File: src/rtl/snp_req_issuer.sv
// Snoop request issuer: turns one local coherence request into a broadcast snoop,
// gathers peer responses over a fixed window and reports the resulting MESI fill state.
module snp_req_issuer #(
   parameter int NUM_PEERS = 3,
   parameter int ADDR_W    = 32,
   parameter int RSP_WAIT  = 2
) (
   input  logic                   clk,
   input  logic                   rst_n,
   input  logic                   req_valid,
   input  logic [1:0]             req_op,
   input  logic [ADDR_W-1:0]      req_addr,
   output logic                   req_ready,
   output logic [2:0]             snp_op,
   output logic [ADDR_W-1:0]      snp_addr,
   input  logic [2*NUM_PEERS-1:0] snp_rsp,
   output logic                   done,
   output logic [2:0]             fill_st,
   output logic                   peer_hit
);

   localparam logic [2:0] SNP_NO_REQ = 3'd0;
   localparam logic [2:0] SNP_RD     = 3'd1;
   localparam logic [2:0] SNP_RWITM  = 3'd2;
   localparam logic [2:0] SNP_INV    = 3'd3;

   localparam logic [1:0] SNP_NO_RSP = 2'd0;
   localparam logic [1:0] SNP_FOUND  = 2'd1;

   localparam logic [2:0] ST_INVALID   = 3'd0;
   localparam logic [2:0] ST_SHARED    = 3'd1;
   localparam logic [2:0] ST_EXCLUSIVE = 3'd2;
   localparam logic [2:0] ST_MODIFIED  = 3'd3;

   localparam logic [1:0] OP_RD_MISS  = 2'd0;
   localparam logic [1:0] OP_WR_MISS  = 2'd1;
   localparam logic [1:0] OP_UPGRADE  = 2'd2;
   localparam logic [1:0] OP_RESERVED = 2'd3;

   localparam logic [3:0] CNT_LOAD = (RSP_WAIT > 0) ? 4'(RSP_WAIT - 1) : 4'd0;

   typedef enum logic [1:0] {
      IDLE  = 2'd0,
      ISSUE = 2'd1,
      WAIT  = 2'd2,
      DONE  = 2'd3
   } state_t;

   // Anything other than SNP_FOUND from a peer is treated as a miss.
   function automatic logic any_found(input logic [2*NUM_PEERS-1:0] rsp);
      logic hit;
      hit = 1'b0;
      for (int i = 0; i < NUM_PEERS; i++) begin
         if (rsp[2*i +: 2] == SNP_FOUND) begin
            hit = 1'b1;
         end else begin
            hit = hit;
         end
      end
      return hit;
   endfunction

   function automatic logic [2:0] op_to_snp(input logic [1:0] op);
      logic [2:0] code;
      case (op)
         OP_RD_MISS: code = SNP_RD;
         OP_WR_MISS: code = SNP_RWITM;
         OP_UPGRADE: code = SNP_INV;
         default:    code = SNP_NO_REQ;
      endcase
      return code;
   endfunction

   function automatic logic [2:0] fill_of(input logic [1:0] op, input logic hit);
      logic [2:0] st;
      case (op)
         OP_RD_MISS: st = hit ? ST_SHARED : ST_EXCLUSIVE;
         OP_WR_MISS: st = ST_MODIFIED;
         OP_UPGRADE: st = ST_MODIFIED;
         default:    st = ST_INVALID;
      endcase
      return st;
   endfunction

   state_t              state_r, state_nxt_s;
   logic [1:0]          op_r, op_nxt_s;
   logic [ADDR_W-1:0]   addr_r, addr_nxt_s;
   logic [3:0]          cnt_r, cnt_nxt_s;
   logic                acc_r, acc_nxt_s;
   logic [2:0]          snp_op_r, snp_op_nxt_s;
   logic [ADDR_W-1:0]   snp_addr_r, snp_addr_nxt_s;
   logic                done_r, done_nxt_s;
   logic [2:0]          fill_st_r, fill_st_nxt_s;
   logic                peer_hit_r, peer_hit_nxt_s;
   logic                hit_now_s;

   assign hit_now_s = any_found(snp_rsp);

   // Next-state logic; registered outputs are computed for the state being entered.
   always_comb begin
      state_nxt_s    = state_r;
      op_nxt_s       = op_r;
      addr_nxt_s     = addr_r;
      cnt_nxt_s      = cnt_r;
      acc_nxt_s      = acc_r;
      snp_op_nxt_s   = SNP_NO_REQ;
      snp_addr_nxt_s = {ADDR_W{1'b0}};
      done_nxt_s     = 1'b0;
      fill_st_nxt_s  = ST_INVALID;
      peer_hit_nxt_s = 1'b0;
      case (state_r)
         IDLE: begin
            if (req_valid && (req_op != OP_RESERVED)) begin
               op_nxt_s       = req_op;
               addr_nxt_s     = req_addr;
               snp_op_nxt_s   = op_to_snp(req_op);
               snp_addr_nxt_s = req_addr;
               state_nxt_s    = ISSUE;
            end else begin
               state_nxt_s    = IDLE;
            end
         end
         ISSUE: begin
            acc_nxt_s = hit_now_s;
            if (RSP_WAIT > 0) begin
               cnt_nxt_s   = CNT_LOAD;
               state_nxt_s = WAIT;
            end else begin
               done_nxt_s     = 1'b1;
               fill_st_nxt_s  = fill_of(op_r, hit_now_s);
               peer_hit_nxt_s = hit_now_s;
               state_nxt_s    = DONE;
            end
         end
         WAIT: begin
            acc_nxt_s = acc_r | hit_now_s;
            if (cnt_r == 4'd0) begin
               done_nxt_s     = 1'b1;
               fill_st_nxt_s  = fill_of(op_r, acc_r | hit_now_s);
               peer_hit_nxt_s = acc_r | hit_now_s;
               state_nxt_s    = DONE;
            end else begin
               cnt_nxt_s   = cnt_r - 4'd1;
               state_nxt_s = WAIT;
            end
         end
         DONE: begin
            state_nxt_s = IDLE;
         end
         default: begin
            state_nxt_s = IDLE;
         end
      endcase
   end

   // State and output registers with synchronous active-low reset.
   always_ff @(posedge clk) begin
      if (!rst_n) begin
         state_r    <= IDLE;
         op_r       <= OP_RD_MISS;
         addr_r     <= {ADDR_W{1'b0}};
         cnt_r      <= 4'd0;
         acc_r      <= 1'b0;
         snp_op_r   <= SNP_NO_REQ;
         snp_addr_r <= {ADDR_W{1'b0}};
         done_r     <= 1'b0;
         fill_st_r  <= ST_INVALID;
         peer_hit_r <= 1'b0;
      end else begin
         state_r    <= state_nxt_s;
         op_r       <= op_nxt_s;
         addr_r     <= addr_nxt_s;
         cnt_r      <= cnt_nxt_s;
         acc_r      <= acc_nxt_s;
         snp_op_r   <= snp_op_nxt_s;
         snp_addr_r <= snp_addr_nxt_s;
         done_r     <= done_nxt_s;
         fill_st_r  <= fill_st_nxt_s;
         peer_hit_r <= peer_hit_nxt_s;
      end
   end

   assign req_ready = (state_r == IDLE);
   assign snp_op    = snp_op_r;
   assign snp_addr  = snp_addr_r;
   assign done      = done_r;
   assign fill_st   = fill_st_r;
   assign peer_hit  = peer_hit_r;

endmodule

File: config.mk
export PLATFORM = sky130hd
export DESIGN_NAME = snp_req_issuer
export DESIGN_NICKNAME = d
export VERILOG_FILES = /design/src/rtl/snp_req_issuer.sv
export SDC_FILE = /design/constraint.sdc
export NUM_CORES = 1
export LEC_CHECK = 0
export BUFFER_PORTS_ARGS = -buffer_cell sky130_fd_sc_hd__buf_2
export CAP_MARGIN = 5
export CELL_PAD_IN_SITES_DETAIL_PLACEMENT = 1
export CELL_PAD_IN_SITES_GLOBAL_PLACEMENT = 1
export CORE_MARGIN = 8
export CORE_UTILIZATION = 33
export DETAILED_ROUTE_END_ITERATION = 12
export GPL_TIMING_DRIVEN = 0
export PLACE_DENSITY_LB_ADDON = 0.3
export SLEW_MARGIN = 40
export SYNTH_ARGS = -nofsm -noshare
export SYNTH_HDL_FRONTEND = slang
export SYNTH_SLANG_ARGS = --single-unit
File: constraint.sdc
create_clock -name clk -period 1.6 [get_ports clk]
set_clock_uncertainty 0.1 [all_clocks]
set_input_delay 0.24 -clock clk [delete_from_list [all_inputs] [get_ports clk]]
set_output_delay 0.24 -clock clk [all_outputs]
set_load 0.02 [all_outputs]
==> flow_summary.json <==
{
  "grt_overflow": 0,
  "dr.pass1.iters": 3,
  "place_inst": 309,
  "synth_seq_area_share_pct": 55.9,
  "clock-sinks": 47,
  "fillCellCount": 600,
  "crit_end": "cnt_r[0]",
  "setup_viol": 0,
  "ant_nets": 0,
  "rows": 26,
  "grt_antenna_before_repair": 0,
  "timing.rr.end": "cnt_r[0]",
  "dp_hpwl_um": 3550,
  "final.min_clock_period_ns": 1.51,
  "cp.required_ns": 1.69,
  "post_synth_num_cell_types": 33,
  "critical_path_class": "register to register",
  "hold_violations": 0,
  "routed_wl_um": 4570,
  "drv_slew": 0,
  "cts_tree": "built",
  "clk_pin_slew_ns": 0.08,
  "drive_gt1_share_pct": 45.2,
  "holdPathStages": 2,
  "crit_start": "cnt_r[1]",
  "crit_fanout": 4,
  "crit_cells": 5,
  "start_kind": "register",
  "vias": 1416,
  "design.die.area_um2": 7640,
  "htreeDepth": 2,
  "critical_path_arrival_ns": 1.60,
  "grt_first_pass_wirelength_um": 6950,
  "floorplan.die.height_um": 87.4,
  "hp-start": "req_addr[20]",
  "antenna_cells": 0,
  "syn_area_per_cell_um2": 10.7,
  "root_buffer": "clkbuf_8",
  "p_per_area_nw_per_um2": 1080,
  "synth-seq-cells": 47,
  "netlist_instances": 158,
  "p_leak_nw": 1.28,
  "slowest_delay_ns": 0.33,
  "clock_latency_ns": 0.30,
  "hp-class": "input port to register",
  "critPathTopFamily": "compound AO/OA/AOI/OAI gates",
  "fp.coreArea_um2": 5010,
  "reg2regPathDepth": 5,
  "finalCritPeriodShare_pct": 94.4,
  "drc": 0,
  "wl_per_cell_um": 14.3,
  "stdcell_count": 320,
  "drt_iter0_markers": 30,
  "slowest_stage": "dfxtp_1",
  "yosysWarningCount": 0,
  "nets": 303,
  "die_x_um": 87.4,
  "start_util_pct": 33.6,
  "area_growth_pct": 40.3,
  "critical_path_buf_inv_count": 1,
  "fmax_mhz": 662,
  "holdWs_ns": 0.0652,
  "reg2reg_from": "cnt_r[1]",
  "path_cells": "inv_1 > ha_4 > nor3b_4 > a21oi_1 > o221a_2",
  "syn_area_um2": 1680,
  "outcome": "complete, no violations",
  "clockBufferDepth": 2,
  "grt_use_total_pct": 11.6,
  "ff2ff_setup_slack_ns": 0.09,
  "grt_pass1_vias": 1451,
  "seqCellArea_um2": 942,
  "peakVddDrop_v": 0.000505,
  "maxCapViolCount": 0,
  "io_buffers": 80,
  "numCtsBuffers": 5,
  "rsz0062_at_grt": "no",
  "grt_max_degree": 15,
  "cts_hold_buffers": 0,
  "ioPinCount": 84,
  "critPathCaptureType": "register",
  "multi_input_area_um2": 677,
  "place_congestion": 0.685,
  "viasPerCell": 4.43
}
per-stage QoR:
step / setup WS [ns] / util (%) / setup TNS [ns] / total power [W] / cell area [um^2]
global placement: -0.0415 / 43.4 / -0.0545 / 0.00164 / 2180
detailed placement: -0.0916 / 43.4 / -0.266 / 0.00165 / 2180
CTS: 0.0168 / 46.2 / 0 / 0.00256 / 2310
global route: 0.0121 / 47.2 / 0 / 0.00269 / 2360
finish: 0.0898 / 47.2 / 0 / 0.00256 / 2360
floorplan: 0.0451 / - / 0 / 0.00151 / 1690
logic make-up after synthesis:
logic type | Yosys count | synth area share [%]
DFF | 47 | 55.9
buffers and inverters | 22 | 6.02
adders and majority gates | 11 | 8.17
AOI/OAI and AO/OA | 11 | 4.31
and+or+nand+nor | 64 | 24.2
muxes | 2 | 1.19
other | 1 | 0.223
final cells by class:
class	instances	area share, %
multi-input cells	90	28.7
clock buffers	6	3.50
repair buffers	83	18.1
clock inverters	2	1.48
well taps	70	3.71
plain buffers	11	2.97
inverters	11	1.75
flip-flops and latches	47	39.9
report_power, final:
part / total, W / internal, W / switching [W]
sequential: 0.00125 / 0.00123 / 0.0000240
combinational: 0.000420 / 0.000193 / 0.000228
clock: 0.000885 / 0.000505 / 0.000380
total: 0.00256 / 0.00192 / 0.000632
worst min path at each step:
stage / to / slack (ns)
floorplan: snp_addr[0] / 0.29
global placement: acc_r / 0.37
detailed placement: acc_r / 0.37
CTS: snp_addr[16] / 0.06
global route: snp_addr[16] / 0.06
finish: snp_addr[20] / 0.07
cells in the mapped netlist, drive strengths merged:
cell type,instances,area (um^2)
a211oi,1,7.51
a21boi,1,7.51
a21oi,2,10.0
a31oi,1,6.26
and2,2,12.5
and3,33,206
buf,4,33.8
clkbuf,7,26.3
conb,1,3.75
dfxtp,47,941
ha,11,138
inv,11,41.3
mux2i,2,20.0
nand2,6,22.5
nand2b,1,6.26
nand3,1,5.00
nand3b,1,7.51
nand4b,1,8.76
nand4bb,1,11.3
nor2,4,22.5
nor2b,7,43.8
nor3,3,20.0
nor3b,1,12.5
nor4,1,6.26
o211ai,1,7.51
o21ai,3,15.0
o221a,1,11.3
o31ai,1,7.51
or2b,1,8.76
or4b,1,13.8
layer usage:
metal | global-route usage [%] | vias up | share of wire [%]
met1 | 12.5 | 656 | 41
met5 | 0 | - | 0
li1 | - | 705 | -
met2 | 20.1 | 51 | 50
met3 | 4.91 | 4 | 8.7
met4 | 3.75 | 0 | 0.79
flip-flops by register name (all words and copies together) (netlist names):
signal	count
acc_r	1
snp_addr	32
snp_op	2
cnt_r	4
op_r	2
peer_hit	1
done	1
state_r	2
fill_st	2
timing repair:
item	CTS	global route
pin swaps	0	1
gates resized for setup	5	16
buffers inserted	1	2
setup endpoints to repair	31	36
worst reg2reg max path, cell delays in order, from the launching register on:
cell     delay (ns)
dfxtp_1        0.33
inv_1          0.09
ha_4           0.16
nor3b_4        0.29
a21oi_1        0.13
o221a_2        0.29
cell usage in the layout, fill, tap and decap left out, types with 2 or more instances in the layout:
cell type | Yosys | final
ha_1 | 11 | 8
buf_6 | 1 | 3
conb_1 | 1 | 2
clkbuf_1 | 7 | 4
mux2i_1 | 2 | 2
nor2_1 | 3 | 2
inv_2 | 0 | 3
buf_2 | 0 | 82
nor3_1 | 2 | 2
clkbuf_8 | 0 | 6
and2_1 | 2 | 2
and3_1 | 33 | 33
buf_4 | 3 | 5
o21ai_0 | 3 | 2
ha_2 | 0 | 2
a21oi_1 | 2 | 2
inv_1 | 11 | 8
nand2_1 | 6 | 6
nor2b_1 | 7 | 7
dfxtp_1 | 47 | 46
Note: power is estimated with default switching activity, not from simulation.
